===== config.mk =====
export PLATFORM = sky130hd
export DESIGN_NAME = alu_multicycle_flat
export DESIGN_NICKNAME = d
export VERILOG_FILES = /design/src/rtl/alu_multicycle_if.sv /design/src/rtl/alu_multicycle.sv /design/src/flat_wrapper.sv
export SDC_FILE = /design/constraint.sdc
export NUM_CORES = 1
export LEC_CHECK = 0
export ABC_AREA = 1
export CORE_MARGIN = 2
export CORE_UTILIZATION = 55
export DETAILED_ROUTE_END_ITERATION = 10
export PLACE_DENSITY = 0.86
export RECOVER_POWER = 50
export SYNTH_ARGS = -nofsm -noshare
export SYNTH_HDL_FRONTEND = slang
export SYNTH_SLANG_ARGS = --single-unit

===== constraint.sdc =====
create_clock -name clk -period 3.1 [get_ports clk]
set_input_delay 0.31 -clock clk [delete_from_list [all_inputs] [get_ports clk]]
set_output_delay 0.31 -clock clk [all_outputs]
set_load 0.01 [all_outputs]

===== src/rtl/alu_multicycle_if.sv =====
// Command/result handshake bundle for alu_multicycle; the ALU sits on the slave modport.
interface alu_multicycle_if #(
    parameter int WIDTH = 4
);
    logic             in_valid;
    logic             in_ready;
    logic [WIDTH-1:0] a;
    logic [WIDTH-1:0] b;
    logic [3:0]       op;
    logic             out_valid;
    logic             out_ready;
    logic [WIDTH-1:0] result;
    logic [WIDTH-1:0] result_hi;
    logic             carry;
    logic             err;

    modport master (
        output in_valid, a, b, op, out_ready,
        input  in_ready, out_valid, result, result_hi, carry, err
    );

    modport slave (
        input  in_valid, a, b, op, out_ready,
        output in_ready, out_valid, result, result_hi, carry, err
    );
endinterface


===== src/rtl/alu_multicycle.sv =====
// Handshaked ALU: one-cycle logic/arithmetic ops, iterative shift-add MUL and restoring DIV.
// Define ALU_MULDIV_EN to build the MUL/DIV datapath; otherwise ops 2/3 complete at once with err=1.
module alu_multicycle #(
    parameter int WIDTH = 4,
    parameter int CNT_W = $clog2(WIDTH) + 1
) (
    input  logic            clk,
    input  logic            rst,
    alu_multicycle_if.slave bus
);

    typedef enum logic [3:0] {
        OP_ADD, OP_SUB, OP_MUL, OP_DIV, OP_AND, OP_OR,  OP_XOR, OP_NAND,
        OP_NOR, OP_XNOR, OP_SHL, OP_SHR, OP_GT, OP_LT, OP_EQ, OP_INC
    } op_e;

`ifdef ALU_MULDIV_EN
    typedef enum logic [1:0] {S_IDLE, S_MUL, S_DIV, S_DONE} state_e;
`else
    typedef enum logic [0:0] {S_IDLE, S_DONE} state_e;
`endif

    localparam logic [WIDTH:0] SHIFT_LIMIT = (WIDTH + 1)'(WIDTH);

    if (WIDTH < 2 || WIDTH > 16 || CNT_W < $clog2(WIDTH)) begin : g_bad_params
        $error("alu_multicycle: illegal WIDTH/CNT_W combination");
    end

    state_e           state_q,     state_d;
    logic [WIDTH-1:0] result_q,    result_d;
    logic [WIDTH-1:0] result_hi_q, result_hi_d;
    logic             carry_q,     carry_d;
    logic             err_q,       err_d;
    logic [WIDTH:0]   add_sum;
    logic [WIDTH:0]   inc_sum;

`ifdef ALU_MULDIV_EN
    logic [CNT_W-1:0]   cnt_q,  cnt_d;
    logic [WIDTH-1:0]   opnd_q, opnd_d;   // multiplicand (MUL) or divisor (DIV)
    logic [2*WIDTH-1:0] acc_q,  acc_d;    // {partial hi, multiplier} or {remainder, dividend/quotient}
    logic [WIDTH:0]     mul_sum;
    logic [WIDTH:0]     div_shift;
    logic [WIDTH:0]     div_diff;
`endif

    assign add_sum = {1'b0, bus.a} + {1'b0, bus.b};
    assign inc_sum = {1'b0, bus.a} + (WIDTH + 1)'(1);

    // NOTE: every signal gets a default before the case so no path leaves it unassigned (no latches).
    always_comb begin
        state_d     = state_q;
        result_d    = result_q;
        result_hi_d = result_hi_q;
        carry_d     = carry_q;
        err_d       = err_q;
`ifdef ALU_MULDIV_EN
        cnt_d       = cnt_q;
        opnd_d      = opnd_q;
        acc_d       = acc_q;
        mul_sum     = {1'b0, acc_q[2*WIDTH-1:WIDTH]} + (acc_q[0] ? {1'b0, opnd_q} : '0);
        div_shift   = acc_q[2*WIDTH-1:WIDTH-1];
        div_diff    = div_shift - {1'b0, opnd_q};
`endif

        case (state_q)
            S_IDLE: begin
                if (bus.in_valid) begin
                    state_d     = S_DONE;
                    result_d    = '0;
                    result_hi_d = '0;
                    carry_d     = 1'b0;
                    err_d       = 1'b0;
                    case (op_e'(bus.op))
                        OP_ADD:  {carry_d, result_d} = add_sum;
                        OP_SUB: begin
                            result_d = bus.a - bus.b;
                            carry_d  = bus.a < bus.b;
                        end
`ifdef ALU_MULDIV_EN
                        OP_MUL: begin
                            state_d = S_MUL;
                            opnd_d  = bus.a;
                            acc_d   = {{WIDTH{1'b0}}, bus.b};
                            cnt_d   = '0;
                        end
                        OP_DIV: begin
                            if (bus.b == '0) begin
                                result_d    = '1;
                                result_hi_d = bus.a;
                                err_d       = 1'b1;
                            end else begin
                                state_d = S_DIV;
                                opnd_d  = bus.b;
                                acc_d   = {{WIDTH{1'b0}}, bus.a};
                                cnt_d   = '0;
                            end
                        end
`else
                        OP_MUL, OP_DIV: err_d = 1'b1;
`endif
                        OP_AND:  result_d = bus.a & bus.b;
                        OP_OR:   result_d = bus.a | bus.b;
                        OP_XOR:  result_d = bus.a ^ bus.b;
                        OP_NAND: result_d = ~(bus.a & bus.b);
                        OP_NOR:  result_d = ~(bus.a | bus.b);
                        OP_XNOR: result_d = ~(bus.a ^ bus.b);
                        OP_SHL:  result_d = ({1'b0, bus.b} >= SHIFT_LIMIT) ? '0 : bus.a << bus.b;
                        OP_SHR:  result_d = ({1'b0, bus.b} >= SHIFT_LIMIT) ? '0 : bus.a >> bus.b;
                        OP_GT:   result_d = WIDTH'(bus.a > bus.b);
                        OP_LT:   result_d = WIDTH'(bus.a < bus.b);
                        OP_EQ:   result_d = WIDTH'(bus.a == bus.b);
                        OP_INC:  {carry_d, result_d} = inc_sum;
                        default: ;
                    endcase
                end
            end
`ifdef ALU_MULDIV_EN
            S_MUL: begin
                acc_d = {mul_sum, acc_q[WIDTH-1:1]};
                cnt_d = cnt_q + CNT_W'(1);
                if (cnt_q == CNT_W'(WIDTH - 1)) begin
                    state_d     = S_DONE;
                    result_d    = acc_d[WIDTH-1:0];
                    result_hi_d = acc_d[2*WIDTH-1:WIDTH];
                end
            end
            S_DIV: begin
                // A negative trial difference means the shifted remainder is restored unchanged.
                if (div_diff[WIDTH]) begin
                    acc_d = {div_shift[WIDTH-1:0], acc_q[WIDTH-2:0], 1'b0};
                end else begin
                    acc_d = {div_diff[WIDTH-1:0], acc_q[WIDTH-2:0], 1'b1};
                end
                cnt_d = cnt_q + CNT_W'(1);
                if (cnt_q == CNT_W'(WIDTH - 1)) begin
                    state_d     = S_DONE;
                    result_d    = acc_d[WIDTH-1:0];
                    result_hi_d = acc_d[2*WIDTH-1:WIDTH];
                end
            end
`endif
            S_DONE: begin
                if (bus.out_ready) begin
                    state_d = S_IDLE;
                end
            end
            default: state_d = S_IDLE;
        endcase
    end

    // NOTE: sequential state uses non-blocking assignment so every flop samples pre-edge values.
    always_ff @(posedge clk) begin
        if (rst) begin
            state_q     <= S_IDLE;
            result_q    <= '0;
            result_hi_q <= '0;
            carry_q     <= 1'b0;
            err_q       <= 1'b0;
`ifdef ALU_MULDIV_EN
            cnt_q       <= '0;
`endif
        end else begin
            state_q     <= state_d;
            result_q    <= result_d;
            result_hi_q <= result_hi_d;
            carry_q     <= carry_d;
            err_q       <= err_d;
`ifdef ALU_MULDIV_EN
            cnt_q       <= cnt_d;
`endif
        end
    end

`ifdef ALU_MULDIV_EN
    // NOTE: operand/accumulator flops are not reset; they are always loaded on accept before use.
    always_ff @(posedge clk) begin
        opnd_q <= opnd_d;
        acc_q  <= acc_d;
    end
`endif

    assign bus.in_ready  = (state_q == S_IDLE);
    assign bus.out_valid = (state_q == S_DONE);
    assign bus.result    = result_q;
    assign bus.result_hi = result_hi_q;
    assign bus.carry     = carry_q;
    assign bus.err       = err_q;

endmodule


===== src/flat_wrapper.sv =====
// flat-port wrapper written by rule: the top's interface ports become plain ports
module alu_multicycle_flat 
#(
    parameter int WIDTH = 4,
    parameter int CNT_W = $clog2(WIDTH) + 1
)
  (clk, rst, bus_in_valid, bus_a, bus_b, bus_op, bus_out_ready, bus_in_ready, bus_out_valid, bus_result, bus_result_hi, bus_carry, bus_err);
  alu_multicycle_if #(.WIDTH(WIDTH)) bus_i ();
  input  logic clk;
  input  logic rst;
  input wire logic [$bits(bus_i.in_valid)-1:0] bus_in_valid;
  input wire logic [$bits(bus_i.a)-1:0] bus_a;
  input wire logic [$bits(bus_i.b)-1:0] bus_b;
  input wire logic [$bits(bus_i.op)-1:0] bus_op;
  input wire logic [$bits(bus_i.out_ready)-1:0] bus_out_ready;
  output wire logic [$bits(bus_i.in_ready)-1:0] bus_in_ready;
  output wire logic [$bits(bus_i.out_valid)-1:0] bus_out_valid;
  output wire logic [$bits(bus_i.result)-1:0] bus_result;
  output wire logic [$bits(bus_i.result_hi)-1:0] bus_result_hi;
  output wire logic [$bits(bus_i.carry)-1:0] bus_carry;
  output wire logic [$bits(bus_i.err)-1:0] bus_err;
  assign bus_i.in_valid = bus_in_valid;
  assign bus_i.a = bus_a;
  assign bus_i.b = bus_b;
  assign bus_i.op = bus_op;
  assign bus_i.out_ready = bus_out_ready;
  assign bus_in_ready = bus_i.in_ready;
  assign bus_out_valid = bus_i.out_valid;
  assign bus_result = bus_i.result;
  assign bus_result_hi = bus_i.result_hi;
  assign bus_carry = bus_i.carry;
  assign bus_err = bus_i.err;
  alu_multicycle #(.WIDTH(WIDTH), .CNT_W(CNT_W)) u_core (.clk(clk), .rst(rst), .bus(bus_i));
endmodule

==> flow_metrics.tcl <==
set metrics [dict create \
    grt_util_all_layers_pct 26.0 \
    place_worst_setup_slack_ps 651 \
    max-cap-violations 0 \
    later_pin_clock_latency_in_the_skew_report_ps 260 \
    syn_to_layout_area_delta_pct 20.7 \
    multi_input_area_um2 1000 \
    xor_xnor_fraction_of_synth_area_pct 0 \
    timing.critical_path.to_type "register" \
    synth_top_family_by_area "simple AND/OR/NAND/NOR gates" \
    setup_viol 0 \
    synth.ff_latch_count 7 \
    timing.final.crit_share_pct 70.7 \
    timing.setup.tns_ps 0 \
    reg2regPathDepth 7 \
    diodes 0 \
    die_height_um 52.6 \
    slew_violations 0 \
    initial_utilization_pct 58.7 \
    clk_path_buf_depth 2 \
    worstPathMaxFanout 8 \
    cts_hold_buffers 0 \
    count_of_h_tree_levels_built_during_cts 1 \
    crit_required_ps 3240 \
    final_nets 295 \
    post_synth_mux_area_share_pct 0 \
    finalHoldViolations 0 \
    cts_inserted_buffers 3 \
    globalRoute.totalOverflow 0 \
    std_cell_rows 17 \
    worstHoldPathType "register to register" \
    post_synth_edffs 0 \
    hold_start "u_core.bus.result[0]" \
    synth-warning-count 0 \
    synth-adder-area-share_pct 15.6 \
    startpoint_class "primary input" \
    fin_ws_ps 909 \
    synth-simple-area-share_pct 54.2 \
    r2r_end "u_core.bus.carry" \
    port-buffer-count 23 \
    ctsRootBufferMaster "sky130_fd_sc_hd__clkbuf_4" \
    clkTransAtPathRegs_ps 50 \
    post_layout_nonfiller_instances 291 \
    filler_cell_count 197 \
    synth.lib_cells_used.distinct 22 \
    first_global_vias 1235 \
    p_per_area_nw_per_um2 226 \
    layout.core_utilization_pct 70.8 \
    placedCellCount 287 \
    family_with_the_most_delay_on_the_worst_path "buffers and inverters" \
    drc 0 \
    first_pass_iters 4 \
    ordered_list_of_cells_on_the_worst_path "clkdlybuf4s50_1 -> inv_1 -> ha_1 -> inv_1 -> fa_1 -> or2_2 -> nand3_1 -> nand4_1 -> nor2_1 -> nand2_1 -> nand2_1 -> a21oi_1" \
    cts.sinks 7 \
    yosysSeqAreaShare_pct 10.8 \
    dieArea_um2 2760 \
    drt_iter0_markers 89 \
    syn_inst 238 \
    cts_tree "yes" \
    yosys_most_used_dff "sky130_fd_sc_hd__dfxtp_1" \
    drive_gt1_share_pct 8.75 \
    cts_post_setup_buffers_inserted 0 \
    pin_count_of_the_biggest_net_entering_global_routing 13 \
    post-dp-hpwl_mm 2.81 \
    synth-compound-area-share_pct 6.36 \
    gp_routability_congestion 0.962 \
    vias 1547 \
    reg2reg_from "u_core.bus.out_valid" \
    dieWidth_um 52.6 \
    timing.setup.critical_path_class "primary input to register" \
    sequential_cell_area_um2 140 \
    vdd_drop_max_mv 0.176 \
    holdPathStages 2 \
    drt-wirelength-per-cell_um 11.5 \
    worst-endpoint-arrival_ps 2330 \
    worstPathBufferInverterCount 3 \
    run_status "finished, final reports clean" \
    maxClockFrequency_ghz 0.456 \
    core-area_um2 2210 \
    setup_repair_after_global_routing_missed_its_margin "no" \
    lkg_pwr_uw 0.000808 \
    grt_antenna_before_repair 0 \
    skew_ps 2.78 \
    worst_hold_path.endpoint "u_core.bus.result[0]" \
    holdWs_ps 458 \
    first_pass_grt_wire_length_mm 5.26 \
    cts.repair.resized 0 \
    area_of_the_mapped_netlist_um2 1300 \
    critical_path.slowest_cell "sky130_fd_sc_hd__clkdlybuf4s50_1" \
    regToRegSetupSlack_ps 2030 \
    route.final.wire_length_mm 3.34 \
    ant_nets 0 \
    vias_per_cell 5.32 \
    async_flop_share_pct 0 \
    worst_path_largest_cell_delay_ps 560 \
    post_synth.cell_area_avg_um2 5.45 \
    finalCriticalPeriod_ps 2190 \
    floorplan.io_pins 28 \
]
-- where the power goes --
part	internal, uW	switching (uW)	total [uW]	leakage (uW)
Combinational	68.7	103	172	0.000736
Sequential	95.9	2.48	98.4	0.0000573
Clock	49.1	34.2	83.3	0.0000150
-- tightest hold or removal path, delay by kind of cell, from the launching register on --
kind / cells / cell delay [ps]
AO/OA/AOI/OAI: 1 / 50
flip-flops: 1 / 300
AND/OR/NAND/NOR: 1 / 60
-- through the flow --
stage | cell area [um2] | total power [uW]
2_1_floorplan | 1310 | 209
3_3_place_gp | 1540 | 270
3_5_place_dp | 1540 | 271
4_1_cts | 1570 | 358
5_1_grt | 1570 | 382
6_report | 1570 | 354
-- layout by cell type, fill, tap and decap left out, types with 2 or more instances in the layout --
master	netlist	final
sky130_fd_sc_hd__nand2_2	3	3
sky130_fd_sc_hd__ha_1	13	13
sky130_fd_sc_hd__o21ai_1	3	3
sky130_fd_sc_hd__inv_1	31	31
sky130_fd_sc_hd__nand4_1	7	7
sky130_fd_sc_hd__nand3_1	32	32
sky130_fd_sc_hd__a21oi_1	11	11
sky130_fd_sc_hd__nand2_1	74	74
sky130_fd_sc_hd__nor2_2	8	8
sky130_fd_sc_hd__inv_2	4	4
sky130_fd_sc_hd__clkbuf_4	0	3
sky130_fd_sc_hd__or2_2	4	4
sky130_fd_sc_hd__fa_1	2	2
sky130_fd_sc_hd__dfxtp_1	7	7
sky130_fd_sc_hd__clkdlybuf4s50_1	0	16
sky130_fd_sc_hd__conb_1	1	4
sky130_fd_sc_hd__nor2_1	28	28
sky130_fd_sc_hd__dlygate4sd3_1	0	7
-- layout make-up --
type                    instances  area share, %
inverters                      35           8.39
clock buffers                   4           1.68
flip-flops and latches          7           8.95
multi-input cells             194           64.1
well taps                      28           2.24
repair buffers                 23           14.7
-- Yosys cell counts (all sizes together), types with 2 or more instances --
| cell type | n | area share [%] |
|---|---|---|
| fa | 2 | 3.1 |
| buf | 4 | 2.3 |
| dfxtp | 7 | 11 |
| or2 | 4 | 1.9 |
| a21oi | 11 | 4.2 |
| nand4 | 7 | 3.4 |
| nand2 | 77 | 23 |
| nand3 | 32 | 12 |
| ha | 13 | 13 |
| o21ai | 4 | 1.5 |
| inv | 35 | 10 |
| nor2 | 37 | 13 |
-- cell families after synthesis --
group | Yosys count
AO/OA/AOI/OAI | 16
flip-flops | 7
adder cells (fa/ha/maj) | 15
AND/OR/NAND/NOR | 159
other | 1
buffers and inverters | 40
-- worst max path at each step --
stage / from / to / slack, ps / cells after the start
after floorplan: bus_a[2] / u_core.bus.result[2] / 1330 / 11
after global placement: bus_a[0] / u_core.bus.result[2] / 700 / 12
after detailed placement: bus_a[0] / u_core.bus.result[2] / 650 / 12
after CTS: bus_a[0] / u_core.bus.result[2] / 920 / 12
after global routing: bus_a[0] / u_core.bus.result[2] / 800 / 12
final: bus_a[0] / u_core.bus.result[2] / 910 / 12
-- flip-flops by register name, summed over array words and instances, names as in the netlist --
signal	flops
u_core.bus.out_valid	1
u_core.bus.err	1
u_core.bus.result	4
u_core.bus.carry	1
-- per-layer routing --
layer	global-route usage, %	up-vias	part of all wire (%)
met5	0	-	0
met4	10.7	0	2.2
met3	2.00	7	8.6
met2	44.8	79	48
met1	32.9	669	42
li1	-	792	-
Power figures use the tool's default switching activity.
